`config.mk`:
```
export PLATFORM = sky130hd
export DESIGN_NAME = mips_mem_bridge
export DESIGN_NICKNAME = d
export VERILOG_FILES = /design/src/rtl/mips_mem_bridge_pkg.sv /design/src/rtl/mips_mmio_regs.sv /design/src/rtl/mips_mem_bridge.sv
export SDC_FILE = /design/constraint.sdc
export NUM_CORES = 1
export LEC_CHECK = 0
export ABC_CLOCK_PERIOD_IN_PS = 2900
export CORE_MARGIN = 3
export CORE_UTILIZATION = 45
export DETAILED_ROUTE_END_ITERATION = 10
export GPL_TIMING_DRIVEN = 1
export PLACE_DENSITY = 0.87
export RECOVER_POWER = 50
export SLEW_MARGIN = 20
export SYNTH_ARGS = -nofsm -noshare
export SYNTH_HDL_FRONTEND = slang
export SYNTH_SLANG_ARGS = --single-unit
```
`constraint.sdc`:
```
create_clock -name clk -period 2.9 [get_ports clk]
set_input_delay 0.58 -clock clk [delete_from_list [all_inputs] [get_ports clk]]
set_output_delay 0.58 -clock clk [all_outputs]
set_load 0.01 [all_outputs]
```
`src/rtl/mips_mem_bridge_pkg.sv`:
```
// Shared types for the MIPS memory bridge: FSM states, address regions,
// MMIO register offsets and default region base addresses.
package mips_mem_bridge_pkg;

  typedef enum logic [1:0] {
    S_IDLE,
    S_ACCESS,
    S_RESP
  } state_t;

  typedef enum logic [1:0] {
    R_IMEM,
    R_DMEM,
    R_MMIO,
    R_UNMAPPED
  } region_t;

  localparam logic [7:0] MMIO_LED   = 8'h00;
  localparam logic [7:0] MMIO_SW    = 8'h04;
  localparam logic [7:0] MMIO_CYCLE = 8'h08;

  localparam logic [31:0] DEF_IMEM_BASE = 32'h0040_0000;
  localparam logic [31:0] DEF_DMEM_BASE = 32'h1001_0000;
  localparam logic [31:0] DEF_MMIO_BASE = 32'hFFFF_0000;

  function automatic int max3(int a, int b, int c);
    int m;
    m = (a > b) ? a : b;
    return (m > c) ? m : c;
  endfunction

endpackage

```
`src/rtl/mips_mmio_regs.sv`:
```
// MMIO page registers: LED (RW), synchronized switches (RO), cycle counter (RO).
// Ports: word_off/we select the register, wr_en commits an LED write, rdata/err decode.
module mips_mmio_regs
  import mips_mem_bridge_pkg::*;
(
  input  logic        clk,
  input  logic        rst,
  input  logic [5:0]  word_off,
  input  logic        we,
  input  logic        wr_en,
  input  logic [15:0] wdata,
  input  logic [15:0] sw,
  output logic [15:0] led,
  output logic [31:0] rdata,
  output logic        err
);

  logic [15:0] sw_meta;
  logic [15:0] sw_sync;
  logic [31:0] cycle_q;
  logic        hit_led;
  logic        hit_sw;
  logic        hit_cyc;

  assign hit_led = word_off == MMIO_LED[7:2];
  assign hit_sw  = word_off == MMIO_SW[7:2];
  assign hit_cyc = word_off == MMIO_CYCLE[7:2];

  always_ff @(posedge clk or negedge rst) begin
    if (!rst) begin
      led     <= '0;
      sw_meta <= '0;
      sw_sync <= '0;
      cycle_q <= '0;
    end else begin
      if (wr_en) led <= wdata;
      sw_meta <= sw;
      sw_sync <= sw_meta;
      cycle_q <= cycle_q + 32'd1;
    end
  end

  // Only LED is writable; unused offsets always fault.
  always_comb begin
    rdata = '0;
    err   = 1'b0;
    unique case (1'b1)
      hit_led: rdata = {16'h0, led};
      hit_sw: begin
        rdata = {16'h0, sw_sync};
        err   = we;
      end
      hit_cyc: begin
        rdata = cycle_q;
        err   = we;
      end
      default: err = 1'b1;
    endcase
  end

endmodule

```
`src/rtl/mips_mem_bridge.sv`:
```
// Memory bridge behind the multicycle MIPS core: decodes one request into ROM,
// RAM or MMIO, drives 1-cycle synchronous memories, answers with rdata/err.
module mips_mem_bridge
  import mips_mem_bridge_pkg::*;
#(
  parameter logic [31:0] IMEM_BASE = DEF_IMEM_BASE,
  parameter int          IMEM_AW   = 10,
  parameter logic [31:0] DMEM_BASE = DEF_DMEM_BASE,
  parameter int          DMEM_AW   = 10,
  parameter logic [31:0] MMIO_BASE = DEF_MMIO_BASE
) (
  input  logic               clk,
  input  logic               rst,
  input  logic               req_valid,
  output logic               req_ready,
  input  logic               req_we,
  input  logic [31:0]        req_addr,
  input  logic [31:0]        req_wdata,
  output logic               rsp_valid,
  output logic [31:0]        rsp_rdata,
  output logic               rsp_err,
  output logic [IMEM_AW-1:0] imem_addr,
  input  logic [31:0]        imem_rdata,
  output logic [DMEM_AW-1:0] dmem_addr,
  output logic               dmem_we,
  output logic [31:0]        dmem_wdata,
  input  logic [31:0]        dmem_rdata,
  output logic [15:0]        led,
  input  logic [15:0]        sw
);

  // Word index wide enough for both memories and the MMIO page offset.
  localparam int A_W = max3(IMEM_AW, DMEM_AW, 6);

  state_t       state_q;
  state_t       state_d;
  region_t      region_q;
  region_t      region_d;
  logic         we_q;
  logic         err_q;
  logic         err_d;
  logic [A_W-1:0] idx_q;
  logic [31:0]  wdata_q;
  logic [31:0]  mmio_q;
  logic         accept;
  logic         imem_hit;
  logic         dmem_hit;
  logic         mmio_hit;
  logic         acc_err;
  logic         led_wr;
  logic [31:0]  mmio_rdata;
  logic         mmio_err;

  assign req_ready = state_q == S_IDLE;
  assign accept    = req_valid && req_ready;

  assign imem_hit =
    req_addr[31:IMEM_AW+2] == IMEM_BASE[31:IMEM_AW+2];
  assign dmem_hit =
    req_addr[31:DMEM_AW+2] == DMEM_BASE[31:DMEM_AW+2];
  assign mmio_hit =
    req_addr[31:8] == MMIO_BASE[31:8];

  always_comb begin
    region_d = R_UNMAPPED;
    case (1'b1)
      imem_hit: region_d = R_IMEM;
      dmem_hit: region_d = R_DMEM;
      mmio_hit: region_d = R_MMIO;
      default:  region_d = R_UNMAPPED;
    endcase
  end

  assign err_d = (|req_addr[1:0])
    || (region_d == R_UNMAPPED)
    || (region_d == R_IMEM && req_we);

  always_comb begin
    state_d = state_q;
    case (state_q)
      S_IDLE:   if (accept) state_d = S_ACCESS;
      S_ACCESS: state_d = S_RESP;
      S_RESP:   state_d = S_IDLE;
      default:  state_d = S_IDLE;
    endcase
  end

  always_ff @(posedge clk or negedge rst) begin
    if (!rst) state_q <= S_IDLE;
    else      state_q <= state_d;
  end

  // MMIO offset faults are only known once the offset is registered,
  // so they are folded into err_q at the end of ACCESS.
  assign acc_err = err_q
    || (region_q == R_MMIO && mmio_err);

  always_ff @(posedge clk or negedge rst) begin
    if (!rst) begin
      region_q <= R_UNMAPPED;
      we_q     <= 1'b0;
      err_q    <= 1'b0;
      idx_q    <= '0;
      wdata_q  <= '0;
      mmio_q   <= '0;
    end else if (accept) begin
      region_q <= region_d;
      we_q     <= req_we;
      err_q    <= err_d;
      idx_q    <= req_addr[A_W+1:2];
      wdata_q  <= req_wdata;
    end else if (state_q == S_ACCESS) begin
      err_q  <= acc_err;
      mmio_q <= mmio_rdata;
    end
  end

  assign imem_addr  = idx_q[IMEM_AW-1:0];
  assign dmem_addr  = idx_q[DMEM_AW-1:0];
  assign dmem_wdata = wdata_q;
  assign dmem_we    = state_q == S_ACCESS
    && region_q == R_DMEM && we_q && !err_q;
  assign led_wr     = state_q == S_ACCESS
    && region_q == R_MMIO && we_q && !acc_err;

  assign rsp_valid = state_q == S_RESP;
  assign rsp_err   = state_q == S_RESP && err_q;

  always_comb begin
    rsp_rdata = '0;
    if (state_q == S_RESP && !err_q && !we_q) begin
      case (region_q)
        R_IMEM:  rsp_rdata = imem_rdata;
        R_DMEM:  rsp_rdata = dmem_rdata;
        R_MMIO:  rsp_rdata = mmio_q;
        default: rsp_rdata = '0;
      endcase
    end
  end

  mips_mmio_regs u_mmio (
    .clk      (clk),
    .rst      (rst),
    .word_off (idx_q[5:0]),
    .we       (we_q),
    .wr_en    (led_wr),
    .wdata    (wdata_q[15:0]),
    .sw       (sw),
    .led      (led),
    .rdata    (mmio_rdata),
    .err      (mmio_err)
  );

endmodule

```
# --- Word level (Yosys, flattened, before mapping) ---
# Cells that the tools add are included.
op_classes:
  mux: 11
  order_cmp: 0
  div: 0
  n_mul: 0
  shift: 0
  reduce_logical: 26
  bitwise: 1
  n_eq_ne: 11
  add_sub_neg: 1
op_table:
  columns: ["cell", "count"]
  rows:
  - ["one-hot mux 32 bit (3 select lines)", 2]
  - ["adder 32 x 1 -> 32 bit (second input constant)", 1]
  - ["two-way mux 32 bit", 1]
  - ["equality test 24 bit (second input constant)", 1]
  - ["equality test 20 x 11 -> 1 bit (second input constant)", 1]
  - ["equality test 20 x 17 -> 1 bit (second input constant)", 1]
  - ["logical AND 1 bit", 12]
  - ["equality test 2 bit (second input constant)", 3]
  - ["equality test 6 x 1 -> 1 bit (second input constant)", 1]
  - ["equality test 6 x 2 -> 1 bit (second input constant)", 1]
  - ["zero test 2 bit", 3]
  - ["zero test 6 bit", 1]
  - ["two-way mux 2 bit", 3]
  - ["equality test 2 x 1 -> 1 bit (second input constant)", 2]
  - ["one-hot mux 2 bit (2 select lines)", 1]
  - ["OR reduction 2 bit", 2]
  - ["zero test 1 bit", 3]
  - ["logical OR 1 bit", 3]
  - ["two-way mux 1 bit", 3]
  - ["!= test 2 x 1 -> 1 bit (second input constant)", 1]
  - ["one-hot mux 1 bit (2 select lines)", 1]
  - ["AND reduction 2 bit", 1]
  - ["nonzero test 2 bit", 1]
  - ["inverter 1 bit", 1]
word_totals:
  out_inout_bits: 104
  latchBits: 0
  ram_bits: 0
  mem_bits_ro: 0
  inputBits: 148
  ff_bits: 160
  memories: 0
  elab_cells: 61

# --- Logic depth before layout (Yosys ltp) ---
# Gate-level depths: netlist (run 1).
logic_depth:
  ltp_word: 8
  ltp_mapped: 8
  depth_no_buf: 5

# --- By module ---
# A second synthesis (run 1) with hierarchy kept.
hier_totals:
  hier_cells: 718
  hier_area_um2: 7404.6
by_module_without_submodules:
  columns: ["mod", "seq_area_each_um2", "n_inst", "area_per_inst_um2", "cells_per_inst"]
  rows:
  - ["mips_mem_bridge", 2004.4, 1, 4056.4, 451]
  - ["mips_mmio_regs", 2001.9, 1, 3348.2, 267]

# --- Worst setup path after synthesis (run 1) ---
# OpenSTA, ideal clock, no wires.
synth_timing:
  path_kind: "register to output"
  startpoint: "register region_q[1]"
  endpoint: "output rsp_rdata[10]"
  arrival_ns: 1.733
  n_path_buf: 2
  required_ns: 2.320
  setup_slack_ns: 0.587
  path_stages_with_launch: 7
  path_cell_list: "dfstp_2 clkbuf_1 buf_1 mux2i_1 nor2_1 a21oi_1 nor2_1"
synth_via:
  elab_chain_cells: 3
  elab_cells_between_ends: 5
  classes_between: "eq/ne (2); mux (2); reduce/logical (1)"
synth_rtl:
  columns: ["item", "line_no", "text"]
  rows:
  - ["start: declaration", "mips_mem_bridge.sv:37", "region_t region_q;"]
  - ["start signal: assignment", "mips_mem_bridge.sv:107", "region_q <= region_d;"]
  - ["equality test 2 bit, or another cell as far along", "mips_mem_bridge.sv:132", "case (region_q)"]
  - ["one-hot mux 32 bit (3 select lines) (*)", "mips_mem_bridge.sv:132", null]
  - ["two-way mux 32 bit (*)", "mips_mem_bridge.sv:131", "if (state_q == S_RESP && !err_q && !we_q) begin"]
  - ["end: declaration", "mips_mem_bridge.sv:20", "output logic [31:0] rsp_rdata,"]
# Every way passes the cells marked *; elsewhere a longest branch is shown, timed or not.

# --- Worst setup path after layout (run 1) ---
layout_timing:
  startpoint: "register region_q[1]"
  endpoint: "output rsp_rdata[16]"
# The elaborated chain is that of the path after synthesis.

==> flow_metrics.tcl, run 1 <==
set metrics [dict create \
    power.leakage_nw 4.86 \
    crit_arrival_ps 2220 \
    cp-start-kind "flop" \
    worstPathRequired_ps 2320 \
    timing.rr.end "u_mmio.led[14]" \
    finClkSkew_ps 9.95 \
    drt_pre_antenna_iters 4 \
    seq_area_frac_synth_pct 56.6 \
    synth_edf_count 0 \
    gr-total-overflow 0 \
    area_growth_pct 46.1 \
    die_area_sq_um 17300 \
    port_buffers 251 \
    tritoncts "yes" \
    track_usage_pct 21.7 \
    critPathKind "flop to primary output" \
    hold_slack_ps 349 \
    setup.worst_path.end_class "primary output" \
    fin_nets 1074 \
    clk_pin_slew_worst_paths_ps 60 \
    drt_wl_total_um 18500 \
    grt_first_pass_wirelength_um 30100 \
    seq_area_sq_um 4010 \
    cts_resized 0 \
    antenna_left 0 \
    r2r_setup_slack_ps 620 \
    critPathLaunch "region_q[1]" \
    cts_made_buffers 17 \
    synthDistinctLibCells 44 \
    hold_buffers 0 \
    endpoint "rsp_rdata[16]" \
    crit_fanout 21 \
    post-route-period-util_pct 96.6 \
    status "finished with violations" \
    rows 45 \
    clock_sinks 160 \
    vias 5873 \
    ys_ff_latch 160 \
    worst_pin_slew_ps 1820 \
    post-place-ws_ps 337 \
    antenna_found_initial 0 \
    io_pins 252 \
    post_drt_wl_per_cell_um 16.1 \
    fin_setup_tns_ps 0 \
    cts_setup_buffers 0 \
    synth.area.top_cells "dfrtp_1, nand2_1, mux2i_1, nor2_1, xnor2_1" \
    finalHoldViolations 0 \
    fin_cells 1148 \
    ys_warn_count 0 \
    hold_class "flop to flop" \
    drive_gt1_share_pct 7.36 \
    drc_errors 0 \
    ys.flop_type "dfrtp_1" \
    cts_buffer_depth 2 \
    final_area_sq_um 10300 \
    p_per_area_nw_per_um2 591 \
    dp.cells 1117 \
    r2r-start "dmem_addr[3]" \
    grt_max_degree 76 \
    start_util_pct 46.2 \
    grt_pass1_vias 5930 \
    r2r.worst_path.cells 5 \
    ir_worst_vdd_uv 370 \
    cap_violations 1 \
    drv_slew 76 \
    diodes 0 \
    core_sq_um 15300 \
    fp.dieH_um 131 \
    via_per_inst 5.12 \
    htree_levels 4 \
    die_x_um 131 \
    hpwlAfterDp_um 13600 \
    violations "max-capacitance violations, max-slew violations" \
    clockRootBuffer "clkbuf_16" \
    fill_cells 1195 \
    synthCells 685 \
    netlist_area_sq_um 7080 \
    gp_congestion 0.792 \
    layout_setup_ws_ps 99.9 \
    clock.fmax_mhz 357 \
    synth-async-reset-ratio_pct 100 \
    yosys.area.top_type "dfrtp_1" \
    period_needed_ps 2800 \
    multiInputGateArea_sq_um 2820 \
    drt_iter0_drc 293 \
    placed_area_sq_um 9780 \
    netlist.area_leader.share_pct 55.9 \
    syn_area_per_cell_sq_um 10.3 \
    syn_nets 834 \
    setup_violations 0 \
    clk_latency_ps 420 \
    relSlewSlack_pct -21.4 \
]
area by class of cell:
cell class,count,area share [%]
sequential,160,38.8
multi-input combinational,473,27.3
timing repair buffer,268,25.9
clock buffer,21,4.36
tap,211,2.55
clock inverter,10,1.00
inverter,5,0.182
layer usage:
layer | up-vias | wire length [um] | global-route usage, %
met3 | 23 | 1130 | 6.24
met2 | 182 | 9390 | 37.3
met4 | 0 | 343 | 7.12
li1 | 2798 | - | -
met5 | - | 0 | 0
met1 | 2870 | 7660 | 26.3
Yosys cell counts, types with 2 or more instances:
library cell    n
nor4_1          5
mux2_2          6
nand2b_1        3
nand2_1       150
mux2_4         10
o21ai_0        20
nand3_1        12
buf_1           8
mux2i_1        48
and3_1          3
dfrtp_1       158
inv_2           2
inv_1           3
xor2_1         11
o22ai_1         2
or3_1           3
a22o_1         16
buf_4          10
nor2_1         73
a21oi_1        32
dfstp_2         2
nor2b_1         2
xnor2_1        19
and2_1          3
and4_1          9
nor3_1          9
a22oi_1        16
clkbuf_1       26
nand4_1         9
placed cells by master (no fill, tap or decap), types with 12 or more instances in the layout:
master and count:
dlygate4sd3_1 16, nand3_1 12, mux2i_1 47, xnor2_1 19, clkdlybuf4s50_1 224, dfrtp_1 158, nand2_1 150, a21oi_1 32
clkbuf_16 17, a22oi_1 16, nor2_1 73, a22o_1 16, o21ai_0 20
power breakdown:
| part | leakage [nW] | switching, mW | total (mW) | internal, mW |
|---|---|---|---|---|
| sequential | 2.06 | 0.151 | 2.59 | 2.44 |
| clock | 0.268 | 0.883 | 2.09 | 1.21 |
| combinational | 2.53 | 0.672 | 1.43 | 0.753 |
| total | 4.86 | 1.71 | 6.11 | 4.40 |
state kept, by name, summed over array words and instances (netlist names):
register        flops
state_q             2
dmem_wdata         32
u_mmio.sw_sync     16
u_mmio.sw_meta     16
we_q                1
u_mmio.led         16
region_q            2
mmio_q             32
err_q               1
dmem_addr          10
u_mmio.cycle_q     32
worst max-delay path, cell delays in order (launching register included):
cell,delay (ps)
dfstp_2,560
buf_6,220
nor2b_2,70
buf_4,210
a21oi_1,200
nor2_1,60
clkdlybuf4s50_1,480
cell families after synthesis:
| group | count (synthesis) | share of synthesized area, % |
|---|---|---|
| AND/OR/NAND/NOR | 289 | 18.1 |
| flip-flops | 160 | 56.6 |
| AO/OA/AOI/OAI | 89 | 7.85 |
| multiplexers | 64 | 9.87 |
| buffers and inverters | 52 | 3.64 |
| XOR/XNOR | 30 | 3.71 |
| adder cells (fa/ha/maj) | 1 | 0.177 |
how the worst min path moves through the flow:
stage | startpoint | end | slack (ps) | cells after the start
floorplan | rst | dmem_addr[0] | 280 | 0
global placement | u_mmio.sw_meta[6] | u_mmio.sw_sync[6] | 330 | 0
detailed placement | u_mmio.sw_meta[11] | u_mmio.sw_sync[11] | 340 | 0
CTS | rst | mmio_q[21] | 210 | 1
global route | u_mmio.sw_meta[11] | u_mmio.sw_sync[11] | 350 | 0
finish | u_mmio.sw_meta[11] | u_mmio.sw_sync[11] | 350 | 0
per-stage QoR:
stage | power (mW) | util, %
6_report | 6.11 | 67.5
5_1_grt | 6.39 | 67.5
4_1_cts | 6.16 | 67.5
3_5_place_dp | 4.07 | 63.9
3_3_place_gp | 4.03 | 63.9
2_1_floorplan | 3.29 | -
Note: power is estimated with default switching activity, not from simulation.
==> inputs of run 2 (changes only) <==
Settings changed: ABC_AREA from default to 0.
==> results of run 2 <==
Same layout as run 1: the final DEF is identical, and so are final timing and power.
